File: src/rtl/vram_arbiter.sv
// vram_arbiter
//   Shares the single-port PPU VRAM between the render fetch path and the
//   CPU register-interface path. Renderer reads normally win while a frame
//   is being drawn. A one-entry CPU holding buffer plus a wait counter
//   bound how long a CPU access can be deferred.
//
// Ports
//   clk_i, rst_ni        PPU clock, asynchronous active-low reset
//   render_active_i      frame rendering in progress
//   rnd_req_i/addr_i     renderer read request (held until rnd_ack_o)
//   rnd_ack_o/data_o     one-cycle read-complete pulse, read data
//   cpu_req_i            one-cycle request pulse; cpu_we_i/addr_i/wdata_i
//                        are sampled with it
//   cpu_busy_o           buffer occupied or CPU access in flight
//   cpu_ack_o            one-cycle CPU access-complete pulse
//   cpu_rdata_o          last CPU read data, held until the next CPU read
//   vram_addr_o/we_o     VRAM address and write enable
//   vram_data_in_o       VRAM write data
//   vram_data_out_i      VRAM read data, one cycle after the address
//
// CPU buffer states
//   state        | meaning
//   BUF_EMPTY    | no CPU access waiting; a new cpu_req_i can be latched
//   BUF_PENDING  | latched CPU access waiting for a VRAM slot

module vram_arbiter #(
  parameter int ADDR_W   = 16,
  parameter int DATA_W   = 8,
  parameter int MAX_WAIT = 8
) (
  input  logic              clk_i,
  input  logic              rst_ni,
  input  logic              render_active_i,
  input  logic              rnd_req_i,
  input  logic [ADDR_W-1:0] rnd_addr_i,
  output logic              rnd_ack_o,
  output logic [DATA_W-1:0] rnd_data_o,
  input  logic              cpu_req_i,
  input  logic              cpu_we_i,
  input  logic [ADDR_W-1:0] cpu_addr_i,
  input  logic [DATA_W-1:0] cpu_wdata_i,
  output logic              cpu_busy_o,
  output logic              cpu_ack_o,
  output logic [DATA_W-1:0] cpu_rdata_o,
  output logic [ADDR_W-1:0] vram_addr_o,
  output logic              vram_we_o,
  output logic [DATA_W-1:0] vram_data_in_o,
  input  logic [DATA_W-1:0] vram_data_out_i
);

  localparam int WAIT_W = (MAX_WAIT > 1) ? $clog2(MAX_WAIT) : 1;
  localparam logic [WAIT_W-1:0] WAIT_LAST = WAIT_W'(MAX_WAIT - 1);

  typedef enum logic {
    BUF_EMPTY,
    BUF_PENDING
  } buf_state_e;

  typedef enum logic [1:0] {
    GNT_NONE,
    GNT_RND,
    GNT_CPU
  } grant_e;

  buf_state_e        buf_state_q, buf_state_d;
  logic              buf_we_q, buf_we_d;
  logic [ADDR_W-1:0] buf_addr_q, buf_addr_d;
  logic [DATA_W-1:0] buf_wdata_q, buf_wdata_d;
  logic [WAIT_W-1:0] wait_cnt_q, wait_cnt_d;
  logic              inflight_cpu_q, inflight_cpu_d;
  logic              inflight_cpu_rd_q, inflight_cpu_rd_d;
  logic              inflight_rnd_q, inflight_rnd_d;
  logic [DATA_W-1:0] cpu_rdata_q, cpu_rdata_d;

  grant_e            grant;
  logic              cpu_starved;

  assign cpu_starved = (wait_cnt_q == WAIT_LAST);

  // Grant decision. Held off while reset is asserted so a renderer request
  // cannot leak its address onto the VRAM bus during reset.
  always_comb begin
    grant = GNT_NONE;
    if (rst_ni) begin
      if ((buf_state_q == BUF_PENDING) &&
          (!render_active_i || !rnd_req_i || cpu_starved)) begin
        grant = GNT_CPU;
      end else if (rnd_req_i) begin
        grant = GNT_RND;
      end
    end
  end

  // VRAM port mux. With no grant the bus parks on the buffer address.
  always_comb begin
    vram_addr_o = buf_addr_q;
    vram_we_o   = 1'b0;
    case (grant)
      GNT_CPU: begin
        vram_addr_o = buf_addr_q;
        vram_we_o   = buf_we_q;
      end
      GNT_RND: begin
        vram_addr_o = rnd_addr_i;
      end
      default: begin
      end
    endcase
  end

  assign vram_data_in_o = buf_wdata_q;

  assign cpu_busy_o  = (buf_state_q == BUF_PENDING) | inflight_cpu_q;
  assign cpu_ack_o   = inflight_cpu_q;
  assign rnd_ack_o   = inflight_rnd_q;
  assign rnd_data_o  = vram_data_out_i;
  assign cpu_rdata_o = cpu_rdata_q;

  // CPU holding buffer and wait counter
  always_comb begin
    buf_state_d = buf_state_q;
    buf_we_d    = buf_we_q;
    buf_addr_d  = buf_addr_q;
    buf_wdata_d = buf_wdata_q;
    wait_cnt_d  = wait_cnt_q;
    case (buf_state_q)
      BUF_EMPTY: begin
        wait_cnt_d = '0;
        // cpu_busy_o also covers the ack cycle, so a request there is dropped
        if (cpu_req_i && !cpu_busy_o) begin
          buf_state_d = BUF_PENDING;
          buf_we_d    = cpu_we_i;
          buf_addr_d  = cpu_addr_i;
          buf_wdata_d = cpu_wdata_i;
        end
      end
      BUF_PENDING: begin
        if (grant == GNT_CPU) begin
          buf_state_d = BUF_EMPTY;
          wait_cnt_d  = '0;
        end else if (!cpu_starved) begin
          wait_cnt_d = wait_cnt_q + WAIT_W'(1);
        end
      end
      default: begin
        buf_state_d = BUF_EMPTY;
        wait_cnt_d  = '0;
      end
    endcase
  end

  // One-cycle in-flight flags become the acks; VRAM read data arrives in
  // the ack cycle, so a CPU read captures it at the edge ending that cycle.
  assign inflight_cpu_d    = (grant == GNT_CPU);
  assign inflight_cpu_rd_d = (grant == GNT_CPU) && !buf_we_q;
  assign inflight_rnd_d    = (grant == GNT_RND);
  assign cpu_rdata_d       = inflight_cpu_rd_q ? vram_data_out_i : cpu_rdata_q;

  always_ff @(posedge clk_i or negedge rst_ni) begin
    if (!rst_ni) begin
      buf_state_q       <= BUF_EMPTY;
      buf_we_q          <= 1'b0;
      buf_addr_q        <= '0;
      buf_wdata_q       <= '0;
      wait_cnt_q        <= '0;
      inflight_cpu_q    <= 1'b0;
      inflight_cpu_rd_q <= 1'b0;
      inflight_rnd_q    <= 1'b0;
      cpu_rdata_q       <= '0;
    end else begin
      buf_state_q       <= buf_state_d;
      buf_we_q          <= buf_we_d;
      buf_addr_q        <= buf_addr_d;
      buf_wdata_q       <= buf_wdata_d;
      wait_cnt_q        <= wait_cnt_d;
      inflight_cpu_q    <= inflight_cpu_d;
      inflight_cpu_rd_q <= inflight_cpu_rd_d;
      inflight_rnd_q    <= inflight_rnd_d;
      cpu_rdata_q       <= cpu_rdata_d;
    end
  end

endmodule

File: config.mk
export PLATFORM = sky130hd
export DESIGN_NAME = vram_arbiter
export DESIGN_NICKNAME = d
export VERILOG_FILES = /design/src/rtl/vram_arbiter.sv
export SDC_FILE = /design/constraint.sdc
export NUM_CORES = 1
export LEC_CHECK = 0
export CAP_MARGIN = 10
export CORE_AREA = 2 2 77 79
export DETAILED_ROUTE_END_ITERATION = 16
export DIE_AREA = 0 0 79 81
export PLACE_DENSITY = 0.7
export SYNTH_ARGS = -nofsm -noshare
export SYNTH_HDL_FRONTEND = slang
export SYNTH_SLANG_ARGS = --single-unit
File: constraint.sdc
create_clock -name clk_i -period 6.4 [get_ports clk_i]
set_input_delay 1.28 -clock clk_i [delete_from_list [all_inputs] [get_ports clk_i]]
set_output_delay 1.28 -clock clk_i [all_outputs]
set_load 0.1 [all_outputs]
==> impl_metrics.py, run 1 <==
metrics = {
    "grt": {
        "grt_overflow": 0,
        "grt_max_degree": 33,
        "track_usage_pct": 12.5,
        "grt_pass1_wl_mm": 6.13,
        "antenna_found_initial": 0,
        "grt_pass1_vias": 1317,
    },
    "floorplanning": {
        "start_util_pct": 32.9,
        "dieHeight_um": 81,
        "fp.dieW_um": 79,
        "pin_count": 98,
        "die-area_um2": 6400,
        "rows": 28,
        "core_area_um2": 5680,
    },
    "place": {
        "routabilityCongestion": 0.703,
        "dpl.hpwl_mm": 2.93,
        "numPortBuffers": 97,
    },
    "clock_network": {
        "post_cts_buffers": 0,
        "cts_root_buf": "clkbuf_8",
        "clkSinkCount": 40,
        "cts_buffers": 5,
        "clk_latency_ns": 0.28,
        "cts_tree": "done",
        "htree_levels": 2,
        "cts_resized": 0,
        "clockBufferDepth": 2,
        "hold_buffers": 0,
        "clk_pin_slew_ns": 0.08,
    },
    "timing": {
        "relSlewSlack_pct": 34.0,
        "hold_viol": 0,
        "tightest_slew_ns": 0.986,
        "skew_ns": 0.00464,
        "grt_setup_unrepaired": "false",
        "fmax_ghz": 0.216,
        "setup_viol": 0,
        "slew_viol_final": 0,
        "post-route-period-util_pct": 72.5,
        "setup_tns_ns": 0,
        "layout_min_cycle_time_ns": 4.64,
    },
    "hold_path": {
        "hold_class": "flip-flop to flip-flop",
    },
    "synth": {
        "synthTopCellsByArea": "dfrtp_1 54%, mux2_2 24%, mux2_4 7.2%, buf_4 3.2%, ha_1 1.3%",
        "avgSynthCellArea_um2": 15.4,
        "async_reset_ff_share_pct": 100,
        "syn_nets": 177,
        "syn_inst": 121,
        "synth_edf_count": 0,
        "yosysMostFrequentCell": "dfrtp_1",
        "synthesis.area_um2": 1870,
        "synth_commonest_cells": "40 x dfrtp_1, 39 x mux2_2, 9 x mux2_4, 8 x buf_4, 3 x nor2_1",
        "ys.flop_type": "dfrtp_1",
        "synth_warnings": 0,
        "synth_largest_area_cell": "dfrtp_1",
        "synth-seq-cells": 40,
        "synth_cell_type_count": 24,
        "seq_area_frac_synth_pct": 53.7,
        "synth_top_area_share_pct": 53.7,
    },
    "critical_path": {
        "crit_top_cell": "clkdlybuf4s50_1",
        "crit_required_ns": 5.12,
        "path_class": "input port to output pin",
        "critical_path_arrival_ns": 3.36,
        "reg2reg_from": "wait_cnt_q[0]",
        "path_max_fanout": 3,
        "path_cells": "clkdlybuf4s50_1 -> nand3b_1 -> and3_1 -> and2_1 -> clkdlybuf4s50_1",
        "crit_buf_inv": 2,
        "worst_r2r_path_depth": 4,
        "r2r-end": "rnd_ack_o",
        "startpoint_type": "input port",
        "startpoint": "render_active_i",
        "worstSetupEndpoint": "vram_we_o",
        "crit_family": "buffers and inverters",
        "path_depth": 5,
        "slowest_delay_ns": 1.14,
        "r2r_slack_ns": 4.61,
        "cp-end-kind": "output pin",
        "cp_slowest_cell": "clkdlybuf4s50_1",
    },
    "routing": {
        "drt_pass1_iterations": 2,
        "num_vias": 1277,
        "ant_nets": 0,
        "routedWlPerCell_um": 13.5,
        "wl_mm": 3.90,
        "drc": 0,
        "drt_iter0_drc": 27,
        "vias_per_cell": 4.40,
    },
    "final_layout": {
        "num_antenna_cells": 0,
        "syn2layout_area_growth_pct": 54.2,
        "drive_above_1_share_pct": 35.8,
        "fin_nets": 270,
    },
    "flow_run": {
        "max-cap-violations": 0,
    },
    "status": {
        "outcome": "finished, final reports clean",
    },
}
==> how the worst min path moves through the flow <==
stage | depth (start not counted) | startpoint | slack, ns | end
finish | 1 | buf_we_q | 0.45 | inflight_cpu_rd_q
global route | 1 | buf_we_q | 0.49 | inflight_cpu_rd_q
CTS | 1 | buf_we_q | 0.46 | inflight_cpu_rd_q
detailed placement | 1 | buf_we_q | 0.45 | inflight_cpu_rd_q
global placement | 1 | buf_we_q | 0.45 | inflight_cpu_rd_q
floorplan | 1 | buf_we_q | 0.41 | inflight_cpu_rd_q
==> cell usage in the layout (no fill, tap or decap), drive strengths merged, types with 2 or more instances in the layout <==
cell type,instances
nor2,4
mux2i,2
ha,2
clkbuf,8
clkdlybuf4s50,80
mux2,49
dfrtp,40
buf,18
==> per-layer routing <==
metal  part of all wire, %  vias up  global-route usage [%]
met5                     0        -                       0
met4                  0.79        0                    4.14
met3                    10        4                    6.11
met2                    44       66                    18.9
met1                    44      608                    15.8
li1                      -      599                       -
==> registers in the layout, summed over array words and instances (netlist names) <==
| name | flops |
|---|---|
| buf_addr_q | 16 |
| buf_state_q | 1 |
| buf_we_q | 1 |
| cpu_ack_o | 1 |
| cpu_rdata_o | 8 |
| inflight_cpu_rd_q | 1 |
| rnd_ack_o | 1 |
| vram_data_in_o | 8 |
| wait_cnt_q | 3 |
==> cells by family (layout without fill, tap and decap cells) <==
family	Yosys count	in the layout	share of synthesized area (%)
xor+xnor	1	1	0.470
compound gates	3	3	1.68
simple gates	11	11	4.49
buf+inv	13	107	5.90
mux	51	51	32.5
fa+ha+maj	2	2	1.34
flops	40	40	53.7
==> final cells by class <==
class                   count  area (µm²)
fillers                   533        2800
flip-flops and latches     40        1000
repair buffers             98         933
multi-input cells          68         754
well taps                  75        93.8
clock buffers               8        90.1
inverters                   1        3.75
==> stage by stage <==
stage	hold WS [ns]	utilization (%)	setup slack (ns)	area (µm²)	std cells
floorplan	0.412	-	2.84	1870	121
global placement	0.453	49.1	1.77	2790	282
detailed placement	0.446	49.1	1.77	2790	282
finish	0.454	50.7	1.76	2880	290
global route	0.494	50.7	1.66	2880	290
CTS	0.458	50.7	1.75	2880	290
Power of run 1 is not shown: default switching activity piles up to over one toggle a cycle in this logic, so the estimate is an artifact.
==> inputs of run 2 (changes only) <==
--- a/config.mk
+++ b/config.mk
@@ -9,7 +9,7 @@
 export CORE_AREA = 2 2 77 79
 export DETAILED_ROUTE_END_ITERATION = 16
 export DIE_AREA = 0 0 79 81
-export PLACE_DENSITY = 0.7
+export PLACE_DENSITY = 0.73
 export SYNTH_ARGS = -nofsm -noshare
 export SYNTH_HDL_FRONTEND = slang
 export SYNTH_SLANG_ARGS = --single-unit
==> constraint.sdc (replaced) <==
create_clock -name clk_i -period 3.98 [get_ports clk_i]
set_input_delay 0.796 -clock clk_i [delete_from_list [all_inputs] [get_ports clk_i]]
set_output_delay 0.796 -clock clk_i [all_outputs]
set_load 0.1 [all_outputs]
==> run 2 against run 1 <==
  * Non-clock buffer count is the same
  * Routed wire length grew 3.3%
  * Global-route usage grew 0.91 points
  * First-iteration DRC count shrank 78%
  * Hold slack is essentially flat
  * Setup slack lost 1.2 ns
  * Sequential share of layout area shrank 2.2 points
  * Cell area grew 6.8%
==> impl_metrics.py, run 2 (synthesis gave the netlist of run 1 again) <==
metrics = {
    "clock_network": {
        "clk_pin_slew_ns": 0.08,
        "clkSinkCount": 40,
        "cts_tree": "done",
        "cts_buffers": 5,
        "post_cts_buffers": 0,
        "cts_resized": 0,
        "cts_root_buf": "clkbuf_8",
        "htree_levels": 2,
        "clk_latency_ns": 0.28,
        "hold_buffers": 0,
        "clockBufferDepth": 2,
    },
    "routing": {
        "drt_pass1_iterations": 3,
        "ant_nets": 0,
        "drc": 0,
        "drt_iter0_drc": 6,
        "vias_per_cell": 4.47,
        "num_vias": 1296,
        "routedWlPerCell_um": 13.9,
        "wl_mm": 4.03,
    },
    "grt": {
        "track_usage_pct": 13.4,
        "grt_overflow": 0,
        "grt_max_degree": 43,
        "antenna_found_initial": 0,
        "grt_pass1_vias": 1418,
        "grt_pass1_wl_mm": 6.52,
    },
    "timing": {
        "fmax_ghz": 0.296,
        "skew_ns": 0.00337,
        "relSlewSlack_pct": 33.2,
        "setup_ws_ns": 0.605,
        "hold_viol": 0,
        "layout_min_cycle_time_ns": 3.37,
        "post-route-period-util_pct": 84.8,
        "setup_viol": 0,
        "slew_viol_final": 0,
        "grt_setup_unrepaired": "false",
        "setup_tns_ns": 0,
        "tightest_slew_ns": 0.999,
    },
    "floorplanning": {
        "rows": 28,
        "fp.dieW_um": 79,
        "core_area_um2": 5680,
        "start_util_pct": 32.9,
        "pin_count": 98,
        "dieHeight_um": 81,
        "die-area_um2": 6400,
    },
    "final_layout": {
        "syn2layout_area_growth_pct": 64.7,
        "final_cells": 290,
        "fin_nets": 270,
        "utilization_pct": 54.1,
        "drive_above_1_share_pct": 40.5,
        "top_register": "buf_addr_q",
        "layout_common_cells": "71 x clkdlybuf4s50_1, 40 x dfrtp_1, 39 x mux2_2, 16 x buf_12, 10 x buf_4",
        "num_antenna_cells": 0,
        "largest_register_ffs": 16,
        "mostFrequentLayoutCell": "clkdlybuf4s50_1",
    },
    "critical_path": {
        "path_max_fanout": 17,
        "path_class": "input port to output pin",
        "r2r_slack_ns": 2.18,
        "critical_path_arrival_ns": 2.58,
        "startpoint_type": "input port",
        "cp-end-kind": "output pin",
        "crit_required_ns": 3.18,
    },
    "flow_run": {
        "max-cap-violations": 0,
    },
    "place": {
        "routabilityCongestion": 0.678,
        "numPortBuffers": 97,
        "dp_cells": 282,
        "dpl.hpwl_mm": 3.05,
        "dp_slack_ns": 0.594,
    },
    "hold_path": {
        "hold_class": "flip-flop to flip-flop",
    },
    "status": {
        "outcome": "finished, final reports clean",
    },
}
## run 2: cell types whose count changed in the layout (fill, tap and decap cells not counted), sizes merged
cell / before / now
bufinv: 0 / 1
clkbuf: 8 / 6
clkinv: 0 / 1
clkdlybuf4s50: 80 / 71
buf: 18 / 27
## run 2: cell type report
cell class	count	area (µm²)
flip-flops and latches	40	1000
repair buffers	98	1110
multi-input cells	68	754
fillers	491	2600
well taps	75	93.8
clock inverters	2	35.0
clock buffers	6	72.6
inverters	1	3.75
## run 2: path summary, 6_finish.rpt
path | startpoint | end | cells past startpoint
hold / removal | buf_we_q | inflight_cpu_rd_q | 1
setup reg to reg | wait_cnt_q[0] | rnd_ack_o | 4
setup / recovery | render_active_i | vram_addr_o[14] | 5
max in group asynchronous | rst_ni | cpu_rdata_o[2] | 2
min in group asynchronous | rst_ni | buf_addr_q[14] | 2
hold reg to reg | buf_we_q | inflight_cpu_rd_q | 1
## run 2: per-layer routing
metal  up-vias  wire, µm  global-route usage, %
met5         -         0                      0
met4         0        27                   5.69
met3         2       484                   7.56
met2        72      1870                   20.9
met1       623      1650                   15.3
li1        599         -                      -
## run 2: critical path: stages
cell and delay (ns):
clkdlybuf4s50_1 0.53, nand2b_4 0.07, a21oi_4 0.56, mux2_2 0.44, buf_12 0.17
## run 2: stage by stage
stage                     hold WS (ns)  instance area (µm²)
after global routing             0.507                 3070
after detailed placement         0.456                 2960
after global placement           0.433                 2960
after floorplan                  0.412                 1870
after CTS                        0.464                 3070
final                            0.454                 3070
Power of run 2 is left out for the same reason.
